## src/rtl/hazard_ctrl_pkg.sv

```systemverilog
// Shared types for the pipeline hazard controller: register index, FSM states,
// per-cycle decision priority and the bundle of pipeline-register controls.
package hazard_ctrl_pkg;

  typedef logic [4:0] regbits_t;

  typedef enum logic [1:0] {
    RUN    = 2'd0,
    DWAIT  = 2'd1,
    HALTED = 2'd2
  } hzstate_t;

  // Which rule governs the current cycle, highest priority first.
  typedef enum logic [2:0] {
    PRIO_RESET   = 3'd0,
    PRIO_HALTED  = 3'd1,
    PRIO_DWAIT   = 3'd2,
    PRIO_BRANCH  = 3'd3,
    PRIO_LOADUSE = 3'd4,
    PRIO_IMISS   = 3'd5,
    PRIO_JUMP    = 3'd6,
    PRIO_RUN     = 3'd7
  } hzprio_t;

  typedef struct packed {
    logic pc_en;
    logic imem_ren;
    logic ifid_en;
    logic ifid_flush;
    logic idex_en;
    logic idex_flush;
    logic exmem_en;
    logic exmem_flush;
    logic memwb_en;
  } ctl_t;

  localparam ctl_t CTL_IDLE = '0;
  localparam ctl_t CTL_RUN  = '{pc_en: 1'b1, imem_ren: 1'b1, ifid_en: 1'b1,
                                ifid_flush: 1'b0, idex_en: 1'b1, idex_flush: 1'b0,
                                exmem_en: 1'b1, exmem_flush: 1'b0, memwb_en: 1'b1};

endpackage

```

## src/rtl/hazard_ctrl_if.sv

```systemverilog
// Signals exchanged between the datapath and the hazard controller.
interface hazard_ctrl_if;
  import hazard_ctrl_pkg::*;

  logic     ihit;
  logic     dhit;
  logic     exmem_dREN;
  logic     exmem_dWEN;
  logic     idex_dREN;
  regbits_t idex_rt;
  regbits_t ifid_rs;
  regbits_t ifid_rt;
  logic     ifid_uses_rt;
  logic     ex_branch_taken;
  logic     id_jump;
  logic     memwb_halt;

  logic     pc_en;
  logic     imemREN;
  logic     ifid_en;
  logic     ifid_flush;
  logic     idex_en;
  logic     idex_flush;
  logic     exmem_en;
  logic     exmem_flush;
  logic     memwb_en;
  logic     halt;

  modport ctrl (
    input  ihit, dhit, exmem_dREN, exmem_dWEN, idex_dREN, idex_rt, ifid_rs, ifid_rt,
           ifid_uses_rt, ex_branch_taken, id_jump, memwb_halt,
    output pc_en, imemREN, ifid_en, ifid_flush, idex_en, idex_flush, exmem_en,
           exmem_flush, memwb_en, halt
  );

  modport dp (
    output ihit, dhit, exmem_dREN, exmem_dWEN, idex_dREN, idex_rt, ifid_rs, ifid_rt,
           ifid_uses_rt, ex_branch_taken, id_jump, memwb_halt,
    input  pc_en, imemREN, ifid_en, ifid_flush, idex_en, idex_flush, exmem_en,
           exmem_flush, memwb_en, halt
  );

endinterface

```

## src/rtl/hazard_ctrl_hazard_detect.sv

```systemverilog
// Load-use detector: a load in EX whose destination is read by the ID
// instruction forces one bubble. $0 is hardwired and never creates a hazard.
module hazard_detect
  import hazard_ctrl_pkg::*;
(
  input  logic     idex_dREN,
  input  regbits_t idex_rt,
  input  regbits_t ifid_rs,
  input  regbits_t ifid_rt,
  input  logic     ifid_uses_rt,
  output logic     lu_stall
);

  logic rs_match;
  logic rt_match;

  assign rs_match = (idex_rt == ifid_rs);
  assign rt_match = ifid_uses_rt & (idex_rt == ifid_rt);
  assign lu_stall = idex_dREN & (idex_rt != '0) & (rs_match | rt_match);

endmodule

```

## src/rtl/hazard_ctrl.sv

```systemverilog
// Central 5-stage pipeline controller: stalls, flushes, shared memory port
// arbitration and sticky halt. Define PIPE_STATS_EN to add stall/flush counters.
module hazard_ctrl
  import hazard_ctrl_pkg::*;
#(
  parameter int STALL_CNT_W = 32
) (
  input  logic        CLK,
  input  logic        RST,
  hazard_ctrl_if.ctrl hz
`ifdef PIPE_STATS_EN
  ,
  output logic [STALL_CNT_W-1:0] stall_cnt,
  output logic [STALL_CNT_W-1:0] flush_cnt
`endif
);

  if (STALL_CNT_W < 1) begin : g_bad_width
    $error("hazard_ctrl: STALL_CNT_W must be at least 1");
  end

  hzstate_t state;
  hzstate_t state_nx;
  hzprio_t  prio;
  ctl_t     ctl;
  logic     halt_q;
  logic     lu_stall;
  logic     dreq;
  logic     data_wait;

  hazard_detect u_detect (
    .idex_dREN    (hz.idex_dREN),
    .idex_rt      (hz.idex_rt),
    .ifid_rs      (hz.ifid_rs),
    .ifid_rt      (hz.ifid_rt),
    .ifid_uses_rt (hz.ifid_uses_rt),
    .lu_stall     (lu_stall)
  );

  assign dreq      = hz.exmem_dREN | hz.exmem_dWEN;
  // The data side owns the memory port while waiting, so the whole pipe freezes.
  assign data_wait = (state == DWAIT) | ((state == RUN) & dreq & ~hz.dhit);

  // NOTE: reset is synchronous here, so it lives inside the clocked branch
  // rather than in the sensitivity list; state updates use <= so every
  // register samples the pre-edge values.
  always_ff @(posedge CLK) begin
    if (RST) begin
      state  <= RUN;
      halt_q <= 1'b0;
    end else begin
      state  <= state_nx;
      halt_q <= (state_nx == HALTED);
    end
  end

  // NOTE: every variable assigned in a combinational block gets a default
  // first, so no path can leave it unassigned and infer a latch.
  always_comb begin
    state_nx = state;
    if (hz.memwb_halt) begin
      state_nx = HALTED;
    end else begin
      case (state)
        RUN:     if (dreq && !hz.dhit) state_nx = DWAIT;
        DWAIT:   if (hz.dhit)          state_nx = RUN;
        HALTED:                        state_nx = HALTED;
        default:                       state_nx = RUN;
      endcase
    end
  end

  always_comb begin
    prio = PRIO_RUN;
    if (RST)                     prio = PRIO_RESET;
    else if (state == HALTED)    prio = PRIO_HALTED;
    else if (data_wait)          prio = PRIO_DWAIT;
    else if (hz.ex_branch_taken) prio = PRIO_BRANCH;
    else if (lu_stall)           prio = PRIO_LOADUSE;
    else if (!hz.ihit)           prio = PRIO_IMISS;
    else if (hz.id_jump)         prio = PRIO_JUMP;
  end

  // A flush paired with its enable loads a bubble into that pipeline register.
  always_comb begin
    ctl = CTL_IDLE;
    case (prio)
      PRIO_RESET, PRIO_HALTED, PRIO_DWAIT: ctl = CTL_IDLE;
      PRIO_BRANCH: begin
        ctl            = CTL_RUN;
        ctl.ifid_flush = 1'b1;
        ctl.idex_flush = 1'b1;
      end
      PRIO_LOADUSE: begin
        ctl            = CTL_RUN;
        ctl.pc_en      = 1'b0;
        ctl.ifid_en    = 1'b0;
        ctl.idex_flush = 1'b1;
      end
      PRIO_IMISS: begin
        ctl            = CTL_RUN;
        ctl.pc_en      = 1'b0;
        ctl.ifid_flush = 1'b1;
      end
      PRIO_JUMP: begin
        ctl            = CTL_RUN;
        ctl.pc_en      = hz.ihit;
        ctl.ifid_flush = 1'b1;
      end
      PRIO_RUN: ctl = CTL_RUN;
      default:  ctl = CTL_IDLE;
    endcase
  end

  assign hz.pc_en       = ctl.pc_en;
  assign hz.imemREN     = ctl.imem_ren;
  assign hz.ifid_en     = ctl.ifid_en;
  assign hz.ifid_flush  = ctl.ifid_flush;
  assign hz.idex_en     = ctl.idex_en;
  assign hz.idex_flush  = ctl.idex_flush;
  assign hz.exmem_en    = ctl.exmem_en;
  assign hz.exmem_flush = ctl.exmem_flush;
  assign hz.memwb_en    = ctl.memwb_en;
  assign hz.halt        = halt_q;

`ifdef PIPE_STATS_EN
  logic any_flush;
  assign any_flush = ctl.ifid_flush | ctl.idex_flush | ctl.exmem_flush;

  // Both counters saturate at all-ones instead of wrapping.
  always_ff @(posedge CLK) begin
    if (RST) begin
      stall_cnt <= '0;
      flush_cnt <= '0;
    end else begin
      if (!ctl.pc_en && state != HALTED && !(&stall_cnt))
        stall_cnt <= stall_cnt + STALL_CNT_W'(1);
      if (any_flush && !(&flush_cnt))
        flush_cnt <= flush_cnt + STALL_CNT_W'(1);
    end
  end
`endif

endmodule

```

## src/flat_wrapper.sv

```systemverilog
// flat-port wrapper written by rule: the top's interface ports become plain ports
module hazard_ctrl_flat import hazard_ctrl_pkg::*;
#(
  parameter int STALL_CNT_W = 32
)
  (CLK, RST, hz_ihit, hz_dhit, hz_exmem_dREN, hz_exmem_dWEN, hz_idex_dREN, hz_idex_rt, hz_ifid_rs, hz_ifid_rt, hz_ifid_uses_rt, hz_ex_branch_taken, hz_id_jump, hz_memwb_halt, hz_pc_en, hz_imemREN, hz_ifid_en, hz_ifid_flush, hz_idex_en, hz_idex_flush, hz_exmem_en, hz_exmem_flush, hz_memwb_en, hz_halt);
  hazard_ctrl_if hz_i ();
  input  logic CLK;
  input  logic RST;
  input wire logic [$bits(hz_i.ihit)-1:0] hz_ihit;
  input wire logic [$bits(hz_i.dhit)-1:0] hz_dhit;
  input wire logic [$bits(hz_i.exmem_dREN)-1:0] hz_exmem_dREN;
  input wire logic [$bits(hz_i.exmem_dWEN)-1:0] hz_exmem_dWEN;
  input wire logic [$bits(hz_i.idex_dREN)-1:0] hz_idex_dREN;
  input wire logic [$bits(hz_i.idex_rt)-1:0] hz_idex_rt;
  input wire logic [$bits(hz_i.ifid_rs)-1:0] hz_ifid_rs;
  input wire logic [$bits(hz_i.ifid_rt)-1:0] hz_ifid_rt;
  input wire logic [$bits(hz_i.ifid_uses_rt)-1:0] hz_ifid_uses_rt;
  input wire logic [$bits(hz_i.ex_branch_taken)-1:0] hz_ex_branch_taken;
  input wire logic [$bits(hz_i.id_jump)-1:0] hz_id_jump;
  input wire logic [$bits(hz_i.memwb_halt)-1:0] hz_memwb_halt;
  output wire logic [$bits(hz_i.pc_en)-1:0] hz_pc_en;
  output wire logic [$bits(hz_i.imemREN)-1:0] hz_imemREN;
  output wire logic [$bits(hz_i.ifid_en)-1:0] hz_ifid_en;
  output wire logic [$bits(hz_i.ifid_flush)-1:0] hz_ifid_flush;
  output wire logic [$bits(hz_i.idex_en)-1:0] hz_idex_en;
  output wire logic [$bits(hz_i.idex_flush)-1:0] hz_idex_flush;
  output wire logic [$bits(hz_i.exmem_en)-1:0] hz_exmem_en;
  output wire logic [$bits(hz_i.exmem_flush)-1:0] hz_exmem_flush;
  output wire logic [$bits(hz_i.memwb_en)-1:0] hz_memwb_en;
  output wire logic [$bits(hz_i.halt)-1:0] hz_halt;
  assign hz_i.ihit = hz_ihit;
  assign hz_i.dhit = hz_dhit;
  assign hz_i.exmem_dREN = hz_exmem_dREN;
  assign hz_i.exmem_dWEN = hz_exmem_dWEN;
  assign hz_i.idex_dREN = hz_idex_dREN;
  assign hz_i.idex_rt = hz_idex_rt;
  assign hz_i.ifid_rs = hz_ifid_rs;
  assign hz_i.ifid_rt = hz_ifid_rt;
  assign hz_i.ifid_uses_rt = hz_ifid_uses_rt;
  assign hz_i.ex_branch_taken = hz_ex_branch_taken;
  assign hz_i.id_jump = hz_id_jump;
  assign hz_i.memwb_halt = hz_memwb_halt;
  assign hz_pc_en = hz_i.pc_en;
  assign hz_imemREN = hz_i.imemREN;
  assign hz_ifid_en = hz_i.ifid_en;
  assign hz_ifid_flush = hz_i.ifid_flush;
  assign hz_idex_en = hz_i.idex_en;
  assign hz_idex_flush = hz_i.idex_flush;
  assign hz_exmem_en = hz_i.exmem_en;
  assign hz_exmem_flush = hz_i.exmem_flush;
  assign hz_memwb_en = hz_i.memwb_en;
  assign hz_halt = hz_i.halt;
  hazard_ctrl #(.STALL_CNT_W(STALL_CNT_W)) u_core (.CLK(CLK), .RST(RST), .hz(hz_i));
endmodule
```

## config.mk

```make
export PLATFORM = sky130hd
export DESIGN_NAME = hazard_ctrl_flat
export DESIGN_NICKNAME = d
export VERILOG_FILES = /design/src/rtl/hazard_ctrl_pkg.sv /design/src/rtl/hazard_ctrl_if.sv /design/src/rtl/hazard_ctrl_hazard_detect.sv /design/src/rtl/hazard_ctrl.sv /design/src/flat_wrapper.sv
export SDC_FILE = /design/constraint.sdc
export NUM_CORES = 1
export LEC_CHECK = 0
export CORE_AREA = 4 4 41 43
export CTS_CLUSTER_DIAMETER = 200
export DETAILED_ROUTE_END_ITERATION = 7
export DIE_AREA = 0 0 45 47
export PLACE_DENSITY = 0.7
export SLEW_MARGIN = 20
export SYNTH_ARGS = -nofsm -noshare
export SYNTH_HDL_FRONTEND = slang
export SYNTH_SLANG_ARGS = --single-unit
```

## constraint.sdc

```tcl
create_clock -name CLK -period 2.03 [get_ports CLK]
set_clock_uncertainty 0.15 [all_clocks]
set_input_delay 0.3045 -clock CLK [delete_from_list [all_inputs] [get_ports CLK]]
set_output_delay 0.3045 -clock CLK [all_outputs]
set_load 0.01 [all_outputs]
```

==> results.toml <==
[worst_setup_path]
worstPathCellList = "buf_6 -> or4_4 -> o21ai_4 -> nor2_4 -> a211oi_2 -> buf_2"
end_kind = "output pin"
crit_path_max_incr_delay_ns = 0.53
crit_type = "primary input to output pin"
required_ns = 1.58
cp-start-kind = "primary input"
critPathMaxFanout = 3
critPathArrivalTime_ns = 1.53
cp_slowest_cell = "or4_4"

[timing]
finalCritPeriodShare_pct = 97.8
setup_violations = 0
fmax_mhz = 504
rsz0062_at_grt = "true"
fin_tns_setup_ns = 0
hold_viol = 0
min_period_ns = 1.99
slew_viol_final = 0

[drt]
firstDrtPassIters = 4
avgRoutedWirePerCell_um = 10.5
vias = 465
routed_wl_um = 1110
vias_per_cell = 4.39
ant_nets = 0
drc = 0
initialDrtViolationCount = 6

[floorplanning]
rows = 13
coreArea_mm2 = 0.00130
dieArea_mm2 = 0.00212
io_pins = 36
dieWidth_um = 45
die_y_um = 47
initial_utilization_pct = 26.6

[clock_tree]
cts_buffer_depth = 2
cts_root_buf = "clkbuf_4"
cts_sinks = 3
clock_latency_ns = 0.23
h-tree-depth = 1
cts_tree = "built"
path_clk_slew_ns = 0.04
cts_buffers = 3

[logic_synthesis]
synth_edf_count = 0
ys.flop_type = "dfxtp_1"
synth.ff_latch_count = 3
yosysSeqAreaShare_pct = 17.3
synth_xor_area_share_pct = 25.3
ys_warn_count = 0
synth_area_um2 = 347
synthCells = 46
yosysUniqueCellTypes = 23
synth_top_family_by_area = "XOR/XNOR gates"
synth_compound_area_share_pct = 20.9
yosys.area_share.adder_pct = 0
avgSynthCellArea_um2 = 7.53
synthMuxAreaShare_pct = 0
synthSimpleGateAreaFrac_pct = 23.5
syn-num-nets = 72
async_flop_share_pct = 0

[finish]
mostFrequentLayoutCells = "12 x clkdlybuf4s50_1, 10 x xnor2_1, 9 x buf_4"
fin_util_pct = 62.9
nets = 118
antenna-diode-count = 0
drive_above_1_share_pct = 34.1
layout_commonest_cell = "clkdlybuf4s50_1"
area_growth_pct = 136

[pwr]
leakage_nw = 0.401
vdd_drop_max_mv = 0.248
power_density_mw_per_mm2 = 386

[placed_design]
dp_hpwl_um = 926
gp_congestion = 0.667
port_buffers = 34

[global_route]
grt_pass1_wl_um = 1590
grt_pass1_vias = 463
grt_usage_pct = 10.7
grt_antenna_before_repair = 0
grt_max_degree = 5
gr-total-overflow = 0

[flow_run]
drv_cap = 0

[outcome]
outcome = "finished clean"

[worst_hold_path]
hold_class = "primary input to register"
worst max-delay path: cells and delay by family:
| kind | cells | cell delay, ns |
|---|---|---|
| AND/OR/NAND/NOR | 2 | 0.59 |
| AO/OA/AOI/OAI | 2 | 0.38 |
| buffers and inverters | 2 | 0.24 |
path summary, 6_finish.rpt:
kind                         startpoint                    endpoint  slack, ns  cells after the start
max reg2reg  u_core.state[1]$_SDFF_PP0_  u_core.state[0]$_SDFF_PP0_       0.97                      3
min reg2reg  u_core.state[0]$_SDFF_PP0_  u_core.state[0]$_SDFF_PP0_       0.42                      2
max                       hz_idex_rt[4]               hz_ifid_flush       0.04                      6
min                       hz_exmem_dREN  u_core.state[0]$_SDFF_PP0_       0.32                      2
layer usage:
layer | global-route usage [%] | wire length, µm | vias to the layer above
met5 | 0 | 0 | -
met4 | 7.02 | 0 | 0
li1 | - | - | 245
met1 | 8.35 | 376 | 196
met2 | 20.6 | 603 | 24
met3 | 5.36 | 130 | 0
sequential cells by signal (all words and copies together), names as in the netlist:
register	count
u_core.hz.halt	1
u_core.state	2
Yosys cell counts, drive strengths merged (2+ instances only):
master   n  share of area [%]
xnor2   10                 25
buf      4                8.7
nor2     4                5.1
dfxtp    3                 17
inv      3                3.2
nand2    3                3.2
a211oi   2                4.3
a21oi    2                2.9
nor3b    2                4.3
o21ai    2                4.0
layout make-up:
cell class / count / area (µm²)
fill: 135 / 483
timing repair buffer: 45 / 407
multi-input combinational: 36 / 295
sequential: 3 / 60.1
clock buffer: 4 / 26.3
tap: 15 / 18.8
inverter: 3 / 11.3
power by group:
group | internal, mW | total, mW | switching [mW]
Combinational | 0.0912 | 0.150 | 0.0585
Sequential | 0.0629 | 0.0640 | 0.00119
Clock | 0.0735 | 0.102 | 0.0289
Total | 0.228 | 0.316 | 0.0886
timing repair:
item	in CTS	in global routing
endpoints found under the setup margin	8	4
setup buffers	1	0
pin swaps	7	14
hold buffers	0	0
resized for setup	43	14
kinds of logic after synthesis:
group | count (synthesis)
other | 1
AO/OA/AOI/OAI | 10
AND/OR/NAND/NOR | 15
buffers and inverters | 7
XOR/XNOR | 10
flip-flops | 3
metrics by stage:
step | power (mW) | instances | setup slack, ns | hold slack, ns | area, µm²
2_1_floorplan | 0.121 | 46 | 0.168 | 0.227 | 347
3_3_place_gp | 0.213 | 101 | -0.705 | 0.410 | 751
3_5_place_dp | 0.214 | 101 | -0.722 | 0.420 | 751
4_1_cts | 0.315 | 106 | 0.00242 | 0.314 | 771
5_1_grt | 0.343 | 106 | -0.0103 | 0.326 | 818
6_report | 0.316 | 106 | 0.0446 | 0.315 | 818
No activity file was read; power rests on OpenSTA's default activity.
